**src/rtl/vga_draw_scheduler_pkg.sv**
```systemverilog
// vga_draw_scheduler_pkg: plotter opcodes, scheduler states and grant helpers
package vga_draw_scheduler_pkg;
  typedef enum logic [1:0] {S_INIT, S_IDLE, S_ISSUE, S_WAIT} state_t;
  localparam logic [3:0] OP_NONE       = 4'd0;
  localparam logic [3:0] OP_CLEAR      = 4'd1;
  localparam logic [3:0] OP_VOL_ON     = 4'd2;
  localparam logic [3:0] OP_VOL_OFF    = 4'd3;
  localparam logic [3:0] OP_DIST_ON    = 4'd4;
  localparam logic [3:0] OP_DIST_OFF   = 4'd5;
  localparam logic [3:0] OP_PITCH_ON   = 4'd6;
  localparam logic [3:0] OP_PITCH_OFF  = 4'd7;
  localparam logic [3:0] OP_DRAW_VOL   = 4'd9;
  localparam logic [3:0] OP_DRAW_PITCH = 4'd10;
  localparam logic [3:0] OP_DRAW_DIST  = 4'd11;
  // effect index: 0 volume, 1 pitch, 2 distortion
  function automatic logic [3:0] toggle_op(input logic [1:0] idx, input logic on);
    return idx == 2'd0 ? (on ? OP_VOL_ON : OP_VOL_OFF) :
           idx == 2'd1 ? (on ? OP_PITCH_ON : OP_PITCH_OFF) :
                         (on ? OP_DIST_ON : OP_DIST_OFF);
  endfunction
  function automatic logic [3:0] level_op(input logic [1:0] idx);
    return idx == 2'd0 ? OP_DRAW_VOL : idx == 2'd1 ? OP_DRAW_PITCH : OP_DRAW_DIST;
  endfunction
  function automatic logic [1:0] onehot_idx(input logic [2:0] oh);
    return oh[1] ? 2'd1 : oh[2] ? 2'd2 : 2'd0;
  endfunction
endpackage

```
**src/rtl/vga_draw_scheduler_rr_arbiter3.sv**
```systemverilog
// rr_arbiter3: three-request round-robin arbiter, one-hot grant, pointer moves past the winner on advance
module rr_arbiter3 (
  input  logic       Clock,
  input  logic       Reset,
  input  logic [2:0] req,
  input  logic       advance,
  output logic [2:0] gnt
);
  logic [1:0] ptr;
  logic p0, p1, p2;
  // search order starts at ptr and wraps: 0,1,2 / 1,2,0 / 2,0,1
  always_comb begin
    p0 = ptr == 2'd0;
    p1 = ptr == 2'd1;
    p2 = ptr == 2'd2;
    gnt[0] = req[0] & (p0 | (p1 & ~req[1] & ~req[2]) | (p2 & ~req[2]));
    gnt[1] = req[1] & ((p0 & ~req[0]) | p1 | (p2 & ~req[2] & ~req[0]));
    gnt[2] = req[2] & ((p0 & ~req[0] & ~req[1]) | (p1 & ~req[1]) | p2);
  end
  // pointer lands on the effect after the one just served
  always_ff @(posedge Clock or negedge Reset) begin
    if (!Reset) ptr <= 2'd0;
    else if (advance && |gnt) ptr <= gnt[0] ? 2'd1 : gnt[1] ? 2'd2 : 2'd0;
  end
endmodule

```
**src/rtl/vga_draw_scheduler.sv**
```systemverilog
// vga_draw_scheduler: coalesces effect UI events and issues one plotter command at a time
module vga_draw_scheduler
  import vga_draw_scheduler_pkg::*;
#(
  parameter int TIMEOUT_CYCLES = 4096,
  parameter int DATA_W         = 7
) (
  input  logic              Clock,
  input  logic              Reset,
  input  logic              VolumeTurnedOn,
  input  logic              VolumeTurnedOff,
  input  logic              PitchTurnedOn,
  input  logic              PitchTurnedOff,
  input  logic              DistortionTurnedOn,
  input  logic              DistortionTurnedOff,
  input  logic              VolumeGo,
  input  logic              PitchGo,
  input  logic              DistortionGo,
  input  logic [DATA_W-1:0] volume_data,
  input  logic [DATA_W-1:0] pitch_data,
  input  logic [DATA_W-1:0] distortion_data,
  input  logic              PlotReady,
  input  logic              PlotDone,
  output logic              PlotStart,
  output logic [3:0]        PlotOp,
  output logic [DATA_W-1:0] PlotData,
  output logic              Busy,
  output logic              Timeout
);
  localparam int WD_W = $clog2(TIMEOUT_CYCLES);
  state_t state, state_nxt;
  logic [2:0] on, off, go;
  logic [DATA_W-1:0] go_data [3];
  logic [2:0] tog_pend, tog_val, lvl_pend;
  logic [DATA_W-1:0] lvl [3];
  logic [WD_W-1:0] wd;
  logic [2:0] tog_gnt, lvl_gnt, tog_clr, lvl_clr;
  logic any_tog, grant, wd_term, timeout_hit;
  logic [1:0] gidx;
  logic [3:0] grant_op;
  logic [DATA_W-1:0] grant_data;
  assign on  = {DistortionTurnedOn, PitchTurnedOn, VolumeTurnedOn};
  assign off = {DistortionTurnedOff, PitchTurnedOff, VolumeTurnedOff};
  assign go  = {DistortionGo, PitchGo, VolumeGo};
  assign go_data[0] = volume_data;
  assign go_data[1] = pitch_data;
  assign go_data[2] = distortion_data;
  rr_arbiter3 u_arb (
    .Clock  (Clock),
    .Reset  (Reset),
    .req    (lvl_pend),
    .advance(grant && !any_tog),
    .gnt    (lvl_gnt)
  );
  // grant selection: lowest-index toggle first, otherwise the round-robin level winner
  always_comb begin
    any_tog    = |tog_pend;
    tog_gnt    = tog_pend & (~tog_pend + 3'd1);
    grant      = state == S_IDLE && PlotReady && (any_tog || |lvl_pend);
    tog_clr    = grant && any_tog ? tog_gnt : 3'b000;
    lvl_clr    = grant && !any_tog ? lvl_gnt : 3'b000;
    gidx       = onehot_idx(any_tog ? tog_gnt : lvl_gnt);
    grant_op   = any_tog ? toggle_op(gidx, tog_val[gidx]) : level_op(gidx);
    grant_data = any_tog ? '0 : lvl[gidx];
    wd_term    = wd == WD_W'(TIMEOUT_CYCLES - 1);
  end
  // state register
  always_ff @(posedge Clock or negedge Reset) begin
    if (!Reset) state <= S_INIT;
    else state <= state_nxt;
  end
  // next state and state-decoded outputs
  always_comb begin
    state_nxt   = state;
    PlotStart   = state == S_ISSUE;
    Busy        = state != S_IDLE;
    timeout_hit = state == S_WAIT && wd_term && !PlotDone;
    unique case (state)
      S_INIT:  state_nxt = PlotReady ? S_ISSUE : S_INIT;
      S_IDLE:  state_nxt = grant ? S_ISSUE : S_IDLE;
      S_ISSUE: state_nxt = S_WAIT;
      S_WAIT:  state_nxt = PlotDone || wd_term ? S_IDLE : S_WAIT;
      default: state_nxt = S_INIT;
    endcase
  end
  // command snapshot: held until the next grant so later Go pulses cannot disturb it
  always_ff @(posedge Clock or negedge Reset) begin
    if (!Reset) begin
      PlotOp   <= OP_NONE;
      PlotData <= '0;
    end else if (state == S_INIT && PlotReady) begin
      PlotOp   <= OP_CLEAR;
      PlotData <= '0;
    end else if (grant) begin
      PlotOp   <= grant_op;
      PlotData <= grant_data;
    end
  end
  // watchdog: restarts on entry to WAIT, saturates, sticky flag on abort
  always_ff @(posedge Clock or negedge Reset) begin
    if (!Reset) begin
      wd      <= '0;
      Timeout <= 1'b0;
    end else begin
      if (state == S_ISSUE) wd <= '0;
      else if (state == S_WAIT && wd != '1) wd <= wd + 1'b1;
      if (timeout_hit) Timeout <= 1'b1;
    end
  end
  // pending set: new pulses win over a same-cycle grant clear, Off wins over On
  always_ff @(posedge Clock or negedge Reset) begin
    if (!Reset) begin
      tog_pend <= '0;
      tog_val  <= '0;
      lvl_pend <= '0;
      for (int i = 0; i < 3; i++) lvl[i] <= '0;
    end else begin
      tog_pend <= on | off | (tog_pend & ~tog_clr);
      lvl_pend <= go | (lvl_pend & ~lvl_clr);
      for (int i = 0; i < 3; i++) begin
        if (on[i] || off[i]) tog_val[i] <= ~off[i];
        if (go[i]) lvl[i] <= go_data[i];
      end
    end
  end
endmodule

```
**config.mk**
```make
export PLATFORM = sky130hd
export DESIGN_NAME = vga_draw_scheduler
export DESIGN_NICKNAME = d
export VERILOG_FILES = /design/src/rtl/vga_draw_scheduler_pkg.sv /design/src/rtl/vga_draw_scheduler_rr_arbiter3.sv /design/src/rtl/vga_draw_scheduler.sv
export SDC_FILE = /design/constraint.sdc
export NUM_CORES = 1
export LEC_CHECK = 0
export BUFFER_PORTS_ARGS = -buffer_cell sky130_fd_sc_hd__buf_2
export CAP_MARGIN = 20
export CORE_ASPECT_RATIO = 2
export CORE_UTILIZATION = 30
export DETAILED_ROUTE_END_ITERATION = 8
export GPL_ROUTABILITY_DRIVEN = 0
export PLACE_DENSITY = 0.56
export SLEW_MARGIN = 20
export SYNTH_ARGS = -nofsm -noshare
export SYNTH_HDL_FRONTEND = slang
export SYNTH_SLANG_ARGS = --single-unit
```
**constraint.sdc**
```tcl
create_clock -name Clock -period 1.8 [get_ports Clock]
set_input_delay 0.45 -clock Clock [delete_from_list [all_inputs] [get_ports Clock]]
set_output_delay 0.45 -clock Clock [all_outputs]
set_load 0.1 [all_outputs]
```
# After elaboration in Yosys (flattened, before gate mapping)
# Index checks and enable logic that the tools add are counted.
# Widths: inputs -> output; s select.
op_classes:
  order_cmp: 2
  muxes: 31
  reduce_logical: 24
  n_addsub: 2
  n_bitwise: 31
  n_eq_ne: 9
ops:
  columns: ["cell", "n"]
  rows:
  - ["$mux 7", 5]
  - ["$mux 12", 2]
  - ["$mux 2", 9]
  - ["$bmux 7 s2", 1]
  - ["$add 12x1->12 const B", 1]
  - ["$eq 12x12->1 const B", 1]
  - ["$mux 3", 4]
  - ["$mux 4", 3]
  - ["$ne 12x12->1 const B", 1]
  - ["$and 1x1->1", 9]
  - ["$and 3x3->3", 3]
  - ["$logic_and 1x1->1", 9]
  - ["$not 3->3", 3]
  - ["$or 3x3->3", 3]
  - ["$reduce_or 3->1", 3]
  - ["$pmux 2 s4", 1]
  - ["$eq 2x1->1 const B", 3]
  - ["$eq 2x2->1 const B", 3]
  - ["$logic_not 2->1", 3]
  - ["$not 1->1", 6]
  - ["$or 1x1->1", 6]
  - ["$logic_or 1x1->1", 5]
  - ["$mux 1", 5]
  - ["$reduce_bool 2->1", 2]
  - ["7 further kinds", 8]
totals:
  word_cells: 113
  in_bits: 34
  out_inout_bits: 14
  ff_bits: 58

# Depth between registers and ports, before layout
# Gate-level depths: netlist (run 1).
depth:
  word_depth: 17
  mapped_depth: 7
  ltp_nobuf: 5

# Modules after synthesis
# From an unflattened synthesis (run 1), not the netlist that was laid out.
hier_totals:
  hier_cells: 262
  hier_area_um2: 2825.2
by_module_without_submodules:
  columns: ["module", "area_per_inst_um2", "seq_area_each_um2", "cells_per_inst", "n_inst"]
  rows:
  - ["vga_draw_scheduler", 2667.6, 1401.3, 242, 1]
  - ["rr_arbiter3", 157.7, 50.0, 20, 1]

# Least setup slack after synthesis (run 1)
# No wires, ideal clock.
synth_path:
  path_kind: "flip-flop to output port"
  start: "register state[1]"
  end: "output port Busy"
  path_buffers: 1
  required_time_ns: 1.350
  stages_incl_launch_ff: 4
  path_slack_ns: -0.054
  arrival_time_ns: 1.404
  cell_sequence: "dfrtp_1 -> clkbuf_1 -> inv_1 -> nand2_1"
synth_via:
  elab_chain_cells: 1
synth_rtl:
  columns: ["element", "line", "rtl"]
  rows:
  - ["start, declared", "vga_draw_scheduler.sv:31", "state_t state, state_nxt;"]
  - ["start signal, assigned", "vga_draw_scheduler.sv:70", "else state <= state_nxt;"]
  - ["$ne 2x1->1", "vga_draw_scheduler.sv:76", "Busy = state != S_IDLE;"]
  - ["end, declared", "vga_draw_scheduler.sv:27", "output logic Busy,"]
# No other way between the ends.

# Worst setup path in the final report (run 1)
layout_path:
  start: "register state[0]"
  end: "output port PlotStart"
layout_via:
  elab_chain_cells: 1
layout_rtl:
  columns: ["element", "line", "rtl"]
  rows:
  - ["$eq 2x2->1", "vga_draw_scheduler.sv:75", "PlotStart = state == S_ISSUE;"]
  - ["end, declared", "vga_draw_scheduler.sv:24", "output logic PlotStart,"]
# No other way between the ends.

==> flow_summary.ini, run 1 <==
[run_status]
status = finished clean

[synth]
avgSynthCellArea_sq_um = 10.2
netlist_instances = 287
ys_warn_count = 0
synthFlopType = dfrtp_1
synth_cell_types = 50
synthesis.area_sq_mm = 0.00292
synth_seq_cells = 58
synth_edf_count = 0
synth_nets = 322
synth-seq-area-share_pct = 49.7
synthArstFlopShare_pct = 100

[grt]
antenna_found_initial = 0
grt_pass1_wl_um = 12200
track_usage_pct = 15.7
gr-total-overflow = 0
grt_start_max_net_pins = 43
grt_pass1_vias = 2562

[flow_run]
cap_violations = 0

[cts]
postCtsHoldBufs = 0
clkTransAtPathRegs_ns = 0.05
numCtsBuffers = 9
cts_num_sinks = 58
clk_latency_ns = 0.33
cts_tree = done
cts.htree.levels = 3
clock_path_buffers = 2
cts_root_buffer = clkbuf_16
post_cts_buffers = 0

[die]
initial_utilization_pct = 31.1
die-area_sq_mm = 0.0102
die_w_um = 71.8
rows = 50
coreArea_sq_mm = 0.00938
fp.dieH_um = 142
ioPinCount = 48

[routing]
postRouteAntennaNets = 0
drc = 0
avgViaCountPerCell = 5.33
wl_per_cell_um = 15.8
num_vias = 2413
routed_wl_um = 7170
drt_iter0_markers = 115
dr.pass1.iters = 4

[worst_setup_path]
crit_path_start_kind = flop
critical_path_buf_inv_count = 2
cp_max_fo = 6
critPathMaxStageDelay_ns = 0.43
worst-endpoint-arrival_ns = 1.24
crit_family = flip-flops
cp-end-kind = output port
critical_path_class = reg -> out
crit_slowest_cell = dfrtp_1
path_cells = nand2b_4 > inv_2 > buf_12
crit_required_ns = 1.35

[sta]
drv_slew = 0
setup_viol = 0
fin_ws_ns = 0.114
maxSlewHeadroom_pct = 67.4
clock.fmax_mhz = 593
fin_worst_skew_ns = 0.00807
hold_viol = 0
fin_crit_ns = 1.69
min_period_over_period_pct = 93.7
worst_pin_slew_ns = 0.493

[cells_and_area]
final_core_util_pct = 39.7
final_nets = 379
instances_no_fill = 453
drive_gt1_share_pct = 32.4
area_delta_synth_final_pct = 27.6
final_area_sq_mm = 0.00373
antennaDiodeCount = 0

[pwr]
pwr-share-seq_pct = 35.1
ir_drop_mv = 0.646
p_leak_nw = 1.67
combinationalPowerShare_pct = 20.0
powerDensity_mw_per_mm2 = 1190
p_int_mw = 3.15
swShare_pct = 29.1
clkPwrFrac_pct = 44.9
power_switching_mw = 1.29

[placement]
placed_area_sq_mm = 0.00337
dp.cells = 437
port_buffers = 47
hpwl_um = 5580
pre_cts_slack_ns = 0.153

[worst_hold_path]
hp-class = in -> async
## cells by family after synthesis
logic type | Yosys count | share of synthesized area (%)
multiplexers | 21 | 7.79
flip-flops | 58 | 49.7
adder cells (fa/ha/maj) | 1 | 0.428
buffers and inverters | 35 | 5.44
AO/OA/AOI/OAI | 77 | 19.3
AND/OR/NAND/NOR | 95 | 17.4
## final cells by class
| class | count | area, sq um |
|---|---|---|
| fill | 926 | 5660 |
| sequential | 58 | 1450 |
| multi-input combinational | 194 | 1320 |
| timing repair buffer | 65 | 413 |
| tap | 104 | 130 |
| clock buffer | 11 | 253 |
| clock inverter | 5 | 100 |
| inverter | 16 | 60.1 |
## state kept, by name (all words and copies together), names as in the netlist
register,count
lvl,21
wd,12
PlotData,7
PlotOp,4
lvl_pend,3
tog_pend,3
tog_val,3
state,2
u_arb.ptr,2
Timeout,1
## synthesized netlist by cell type (all sizes together), types with 2 or more instances
library cell | number | area share (%)
o31ai | 2 | 0.51
a32oi | 7 | 2.1
nor2 | 17 | 2.2
nor3 | 7 | 1.5
a21oi | 10 | 1.7
and2 | 2 | 0.43
nand4 | 7 | 1.5
o221ai | 2 | 0.60
clkbuf | 8 | 1.0
mux2 | 14 | 5.4
a41oi | 4 | 1.2
nand2 | 21 | 2.7
mux2i | 7 | 2.4
a21o | 2 | 0.51
and3b | 2 | 0.60
buf | 11 | 2.4
inv | 16 | 2.1
o311ai | 2 | 0.60
a221oi | 2 | 0.60
and4 | 3 | 0.90
a31o | 3 | 0.90
dfrtp | 58 | 50
nand2b | 4 | 0.86
a311oi | 2 | 1.2
or3 | 2 | 0.43
nor2b | 11 | 2.4
nand3 | 11 | 1.9
nor3b | 2 | 0.51
a31oi | 9 | 1.9
o21ai | 25 | 5.3
## worst register-to-register path, stage by stage, from the launching register on
cell and delay [ns]:
dfrtp_1 0.47, and3b_1 0.26, a311oi_4 0.27, buf_4 0.22
mux2i_1 0.25, o21ai_2 0.07
## worst paths after layout
path                                      endpoint                   from  depth (start not counted)  slack, ns
setup / recovery                         PlotStart     state[0]$_DFF_PN0_                          3       0.11
hold / removal                 Timeout$_DFFE_PN0P_                  Reset                          1       0.05
setup reg to reg           PlotData[2]$_DFFE_PN0P_  lvl_pend[2]$_DFF_PN0_                          5       0.15
hold reg to reg                Timeout$_DFFE_PN0P_    Timeout$_DFFE_PN0P_                          1       0.45
max in group asynchronous       lvl[2]$_DFFE_PN0P_                  Reset                          2       1.17
min in group Clock          tog_val[1]$_DFFE_PN0P_         PitchTurnedOff                          2       0.28
## power groups by stage
stage,combinational (mW),sequential [mW],clock (mW)
floorplan,0.460,1.71,0
global placement,0.883,1.57,0
detailed placement,0.889,1.58,0
CTS,0.895,1.56,2.04
global route,0.965,1.58,2.11
finish,0.891,1.56,2.00
## metal layers
layer / vias to the layer above / wire, um / share of wire [%] / global-route usage, %
li1: 1172 / - / - / -
met1: 1192 / 2650 / 37 / 15.8
met2: 39 / 4170 / 58 / 30.1
met3: 10 / 219 / 3.1 / 3.13
met4: 0 / 130 / 1.8 / 6.71
met5: - / 0 / 0 / 0
## placed cells by master, fill, tap and decap left out, drive strengths merged, types with 2 or more instances in the layout
cell type  count
a21o           2
a21oi         10
a221oi         2
a311oi         2
a31o           3
a31oi          9
a32oi          7
a41oi          4
and2           2
and3b          2
and4           3
buf           65
bufinv         3
clkbuf        11
clkinv         2
dfrtp         58
inv           16
mux2          14
mux2i          7
nand2         21
nand2b         4
nand3         11
nand4          7
nor2          17
nor2b         11
nor3           7
nor3b          2
o21ai         25
o221ai         2
o311ai         2
o31ai          2
or3            2
## through the flow
step	TNS [ns]	power [mW]	hold slack, ns
after floorplan	0	2.17	0.154
after global placement	0	2.46	0.418
after detailed placement	0	2.46	0.416
after CTS	0	4.49	0.0632
after global routing	-0.00576	4.66	0.0760
final	0	4.45	0.0537
## what timing repair did
| item | CTS | global route |
|---|---|---|
| setup endpoints to repair | 1 | 1 |
| cloned | 0 | 0 |
| resized for setup | 2 | 1 |
Power figures use the tool's default switching activity.
==> run 2: changes to the inputs <==
--- a/config.mk
+++ b/config.mk
@@ -8,6 +8,7 @@
 export BUFFER_PORTS_ARGS = -buffer_cell sky130_fd_sc_hd__buf_2
 export CAP_MARGIN = 20
 export CORE_ASPECT_RATIO = 2
+export CORE_MARGIN = 2
 export CORE_UTILIZATION = 30
 export DETAILED_ROUTE_END_ITERATION = 8
 export GPL_ROUTABILITY_DRIVEN = 0
==> constraint.sdc (replaced) <==
create_clock -name Clock -period 1.8 [get_ports Clock]
set_input_delay 0.45 -clock Clock [delete_from_list [all_inputs] [get_ports Clock]]
set_output_delay 0.45 -clock Clock [all_outputs]
set_load 0.01 [all_outputs]
==> run 2 against run 1 <==
Maximum frequency shrank 3.3%; register-to-register slack is essentially flat; worst hold slack gained 0.066 ns; critical path depth grew 1; design area shrank 1.3%; die area grew 4.2%; sequential cell count is the same; via count shrank 1.0%; core utilization shrank 1.6 points; clock power shrank 19%; clock skew shrank 0.0023 ns; total power shrank 14%; critical path type unchanged; highest routed layer unchanged.
==> flow_summary.ini, run 2 (synthesized netlist as in run 1, its figures left out) <==
[routing]
postRouteAntennaNets = 0
routed_wl_um = 7200
drt_iter0_markers = 104
num_vias = 2388
avgViaCountPerCell = 4.96
wl_per_cell_um = 15.0
drc = 0
dr.pass1.iters = 4

[worst_setup_path]
cp-end-kind = output port
r2r_end = wd[1]$_DFFE_PN0P_
cp-startpoint = state[1]$_DFF_PN0_
worst-endpoint-arrival_ns = 1.29
path_cells = buf_4 > inv_2 > nand2_1 > buf_2
setup.worst_path.end = Busy
crit_path_start_kind = flop
crit_slowest_cell = dfrtp_2
crit_family = flip-flops
r2r_slack_ns = 0.16
worst-path-stages = 4
crit_required_ns = 1.35
reg2reg_from = wd[2]$_DFFE_PN0P_
cp_max_fo = 13
critical_path_buf_inv_count = 3
critical_path_class = reg -> out
reg2reg_depth = 4
critPathMaxStageDelay_ns = 0.45

[grt]
grt_start_max_net_pins = 59
track_usage_pct = 14.9
antenna_found_initial = 0
grt_pass1_wl_um = 11700
grt_pass1_vias = 2441
gr-total-overflow = 0

[placement]
port_buffers = 47
hpwl_um = 5520

[die]
ioPinCount = 48
die-area_sq_mm = 0.0106
coreArea_sq_mm = 0.00964
rows = 51
initial_utilization_pct = 30.3
fp.dieH_um = 144
die_w_um = 73.8

[sta]
fin_crit_ns = 1.74
fin_worst_skew_ns = 0.00576
drv_slew = 0
clock.fmax_mhz = 573
setup_viol = 0
worst_pin_slew_ns = 0.398
hold_viol = 0
min_period_over_period_pct = 96.9
maxSlewHeadroom_pct = 73.3
setup-tns-final_ns = 0
grt_setup_unrepaired = false

[cells_and_area]
top_register = lvl
layout_commonest_cell = dfrtp_1
largest_reg_flops = 21
fillCellCount = 994
final_core_util_pct = 38.2
drive_gt1_share_pct = 32.7
largestRegisters = lvl: 21 flops, wd: 12 flops, PlotData: 7 flops
final_nets = 380
area_delta_synth_final_pct = 25.9
antennaDiodeCount = 0
layout_common_cells = 56 x dfrtp_1, 47 x buf_2, 21 x nand2_1

[cts]
postCtsHoldBufs = 0
cts.htree.levels = 3
cts_root_buffer = clkbuf_16
clock_path_buffers = 2
cts_tree = done
clk_latency_ns = 0.33
clkTransAtPathRegs_ns = 0.05
cts_num_sinks = 58
numCtsBuffers = 9

[run_status]
status = finished clean

[pwr]
powerDensity_mw_per_mm2 = 1030
ir_drop_mv = 0.465
p_leak_nw = 1.63

[worst_hold_path]
hp-class = in -> async

[flow_run]
cap_violations = 0
==> run 2: how the worst min path moves through the flow <==
stage,endpoint,slack [ns]
2_1_floorplan,PlotData[0]$_DFFE_PN0P_,0.15
3_3_place_gp,Timeout$_DFFE_PN0P_,0.44
3_5_place_dp,Timeout$_DFFE_PN0P_,0.44
4_1_cts,lvl[17]$_DFFE_PN0P_,0.13
5_1_grt,lvl[17]$_DFFE_PN0P_,0.15
6_report,lvl[17]$_DFFE_PN0P_,0.12
==> run 2: layer usage <==
layer | GRT usage [%] | part of all wire (%)
met4 | 9.67 | 4.5
met3 | 3.86 | 3.5
met2 | 26.8 | 57
met5 | 0 | 0
met1 | 14.3 | 35
==> run 2: power breakdown <==
part           total [mW]  internal [mW]  switching [mW]
sequential           1.57           1.44           0.136
combinational       0.595          0.274           0.322
clock                1.63           1.07           0.568
==> run 2: what timing repair did <==
item / 4_1_cts / 5_1_grt
endpoints found under the setup margin: 2 / 2
endpoints found under the hold margin: 0 / 0
resized for setup: 2 / 3
buffers inserted: 0 / 2
==> run 2: stage by stage <==
| step | instances | power, mW | hold slack, ns | area [sq um] | setup slack [ns] |
|---|---|---|---|---|---|
| after floorplan | 287 | 1.92 | 0.154 | 2920 | 0.207 |
| after global placement | 464 | 2.15 | 0.440 | 3360 | 0.173 |
| after detailed placement | 464 | 2.16 | 0.439 | 3360 | 0.159 |
| after CTS | 479 | 3.82 | 0.134 | 3650 | 0.000788 |
| after global routing | 481 | 4.01 | 0.148 | 3680 | 0.00829 |
| final | 481 | 3.80 | 0.120 | 3680 | 0.0558 |
==> run 2: worst reg2reg max path: stages, from the launching register on <==
cell and delay [ns]:
dfrtp_1 0.48, nand4_1 0.29, or3_1 0.51, nand4_1 0.12
o221ai_1 0.10
==> run 2: layout make-up <==
type	count	area [sq um]	share of cell area, %
Tap cell	132	165	4.49
Multi-Input combinational cell	194	1320	35.9
Clock inverter	2	10.0	0.272
Sequential cell	58	1450	39.5
Clock buffer	13	280	7.62
Timing Repair Buffer	66	390	10.6
Inverter	16	60.1	1.63
==> run 3: changes to the inputs <==
--- a/config.mk
+++ b/config.mk
@@ -12,7 +12,9 @@
 export CORE_UTILIZATION = 30
 export DETAILED_ROUTE_END_ITERATION = 8
 export GPL_ROUTABILITY_DRIVEN = 0
-export PLACE_DENSITY = 0.56
+export PLACE_DENSITY = 0.44
+export REMOVE_ABC_BUFFERS = 1
+export SETUP_SLACK_MARGIN = 0.05
 export SLEW_MARGIN = 20
 export SYNTH_ARGS = -nofsm -noshare
 export SYNTH_HDL_FRONTEND = slang
==> run 3 against run 2 <==
Design area is 1.4% higher; clock-buffer cell count is 2 lower; highest routed layer unchanged; combinational power is 3% higher; register-to-register slack hardly changed; via count hardly changed; critical path depth stayed put; sequential cell count stayed put; global-route usage is 1.2 points higher; wire length is 11% higher; largest power group unchanged; sequential power hardly changed; die area stayed put; sequential share of layout area is 0.56 points lower.
==> flow_summary.ini, run 3 (synthesized netlist as in run 1, its figures left out) <==
[sta]
worst_pin_slew_ns = 0.538
setup_viol = 0
min_period_over_period_pct = 93.7
fin_ws_ns = 0.113
drv_slew = 0
fin_crit_ns = 1.69
hold_viol = 0
maxSlewHeadroom_pct = 64.1
clock.fmax_mhz = 593
fin_worst_skew_ns = 0.00617
setup-tns-final_ns = 0
grt_setup_unrepaired = true

[worst_setup_path]
reg2reg_depth = 5
cp_max_fo = 9
critPathMaxStageDelay_ns = 0.43
worst-endpoint-arrival_ns = 1.24
crit_path_start_kind = flop
path_cells = buf_4 > nand2b_1 > inv_1 > buf_2
critical_path_class = reg -> out
cp-end-kind = output port
crit_required_ns = 1.35
crit_slowest_cell = dfrtp_2

[pwr]
ir_drop_mv = 0.525
p_int_mw = 2.95
swShare_pct = 26.6
powerDensity_mw_per_mm2 = 1080
combinationalPowerShare_pct = 15.2
clkPwrFrac_pct = 45.8
p_leak_nw = 1.65
pwr-share-seq_pct = 39.0
power_switching_mw = 1.07

[cells_and_area]
drive_gt1_share_pct = 32.7
top_register = lvl
antennaDiodeCount = 0
area_delta_synth_final_pct = 27.6
multi_input_area_sq_mm = 0.00131
largestRegisters = lvl: 21 flops, wd: 12 flops, PlotData: 7 flops
layout_commonest_cell = dfrtp_1
final_nets = 382
ff_latch_area_sq_mm = 0.00145
fillCellCount = 986
layout_common_cells = 57 x dfrtp_1, 47 x buf_2, 21 x nand2_1
largest_reg_flops = 21

[placement]
pre_cts_slack_ns = 0.176
hpwl_um = 6140
port_buffers = 47

[die]
die_w_um = 73.8
fp.dieH_um = 144
die-area_sq_mm = 0.0106
initial_utilization_pct = 30.3
coreArea_sq_mm = 0.00964
ioPinCount = 48
rows = 51

[routing]
wl_per_cell_um = 16.5
dr.pass1.iters = 4
drc = 0
avgViaCountPerCell = 4.94
postRouteAntennaNets = 0
drt_iter0_markers = 85
routed_wl_um = 7980
num_vias = 2389

[cts]
clkTransAtPathRegs_ns = 0.05
cts.htree.levels = 3
clock_path_buffers = 2
cts_num_sinks = 58
postCtsHoldBufs = 0
numCtsBuffers = 9
cts_tree = done
clk_latency_ns = 0.33
cts_root_buffer = clkbuf_16

[grt]
antenna_found_initial = 0
gr-total-overflow = 0
grt_pass1_vias = 2481
grt_start_max_net_pins = 22
grt_pass1_wl_um = 12600
track_usage_pct = 16.2

[flow_run]
cap_violations = 0

[worst_hold_path]
hp-class = in -> async

[run_status]
status = finished clean
## run 3: critical path: cells and delay by family (launching register included)
family / cells / cell delay, ns
buffers and inverters: 3 / 0.39
DFF: 1 / 0.43
and+or+nand+nor: 1 / 0.09
## run 3: repair_timing
| action | CTS | global route |
|---|---|---|
| buffers inserted | 0 | 0 |
| resized for setup | 1 | 2 |
| endpoints found under the setup margin | 1 | 5 |
## run 3: routing by layer
metal | GRT usage, % | share of wire (%) | up-vias
met5 | 0 | 0 | -
met4 | 8.23 | 3.0 | 0
met3 | 3.44 | 3.2 | 14
met2 | 30.1 | 58 | 49
met1 | 16.1 | 36 | 1153
li1 | - | - | 1173
## run 3: power by group through the flow
stage                     Sequential (mW)  Clock (mW)  Combinational (mW)
final                                1.56        1.84               0.612
after global routing                 1.59        1.95               0.683
after CTS                            1.57        1.89               0.623
after detailed placement             1.59           0               0.618
after global placement               1.59           0               0.617
after floorplan                      1.59           0               0.291
## run 3: worst paths after layout
kind                                          start  slack [ns]                 endpoint
min reg2reg                     Timeout$_DFFE_PN0P_        0.45      Timeout$_DFFE_PN0P_
min in group Clock                   PitchTurnedOff        0.28   tog_val[1]$_DFFE_PN0P_
max in group asynchronous                     Reset        1.18       state[1]$_DFF_PN0_
max reg2reg                u_arb.ptr[0]$_DFFE_PN0P_        0.17  PlotData[6]$_DFFE_PN0P_
max                              state[1]$_DFF_PN0_        0.11                PlotStart
min                                           Reset        0.11  PlotData[5]$_DFFE_PN0P_
## run 3: stage by stage
step	hold slack, ns	area (sq um)	util (%)	power (mW)	cells
floorplan	0.154	2820	-	1.88	268
finish	0.106	3730	38.7	4.01	484
global placement	0.439	3410	35.3	2.20	468
global route	0.149	3730	38.7	4.22	484
detailed placement	0.444	3410	35.3	2.21	468
CTS	0.112	3730	38.7	4.08	484
## run 3: cell type report
type | instances | share of cell area (%)
clock buffers | 11 | 6.51
clock inverters | 5 | 2.08
inverters | 16 | 1.61
multi-input cells | 194 | 35.2
flip-flops and latches | 58 | 39.0
well taps | 132 | 4.43
repair buffers | 68 | 11.2
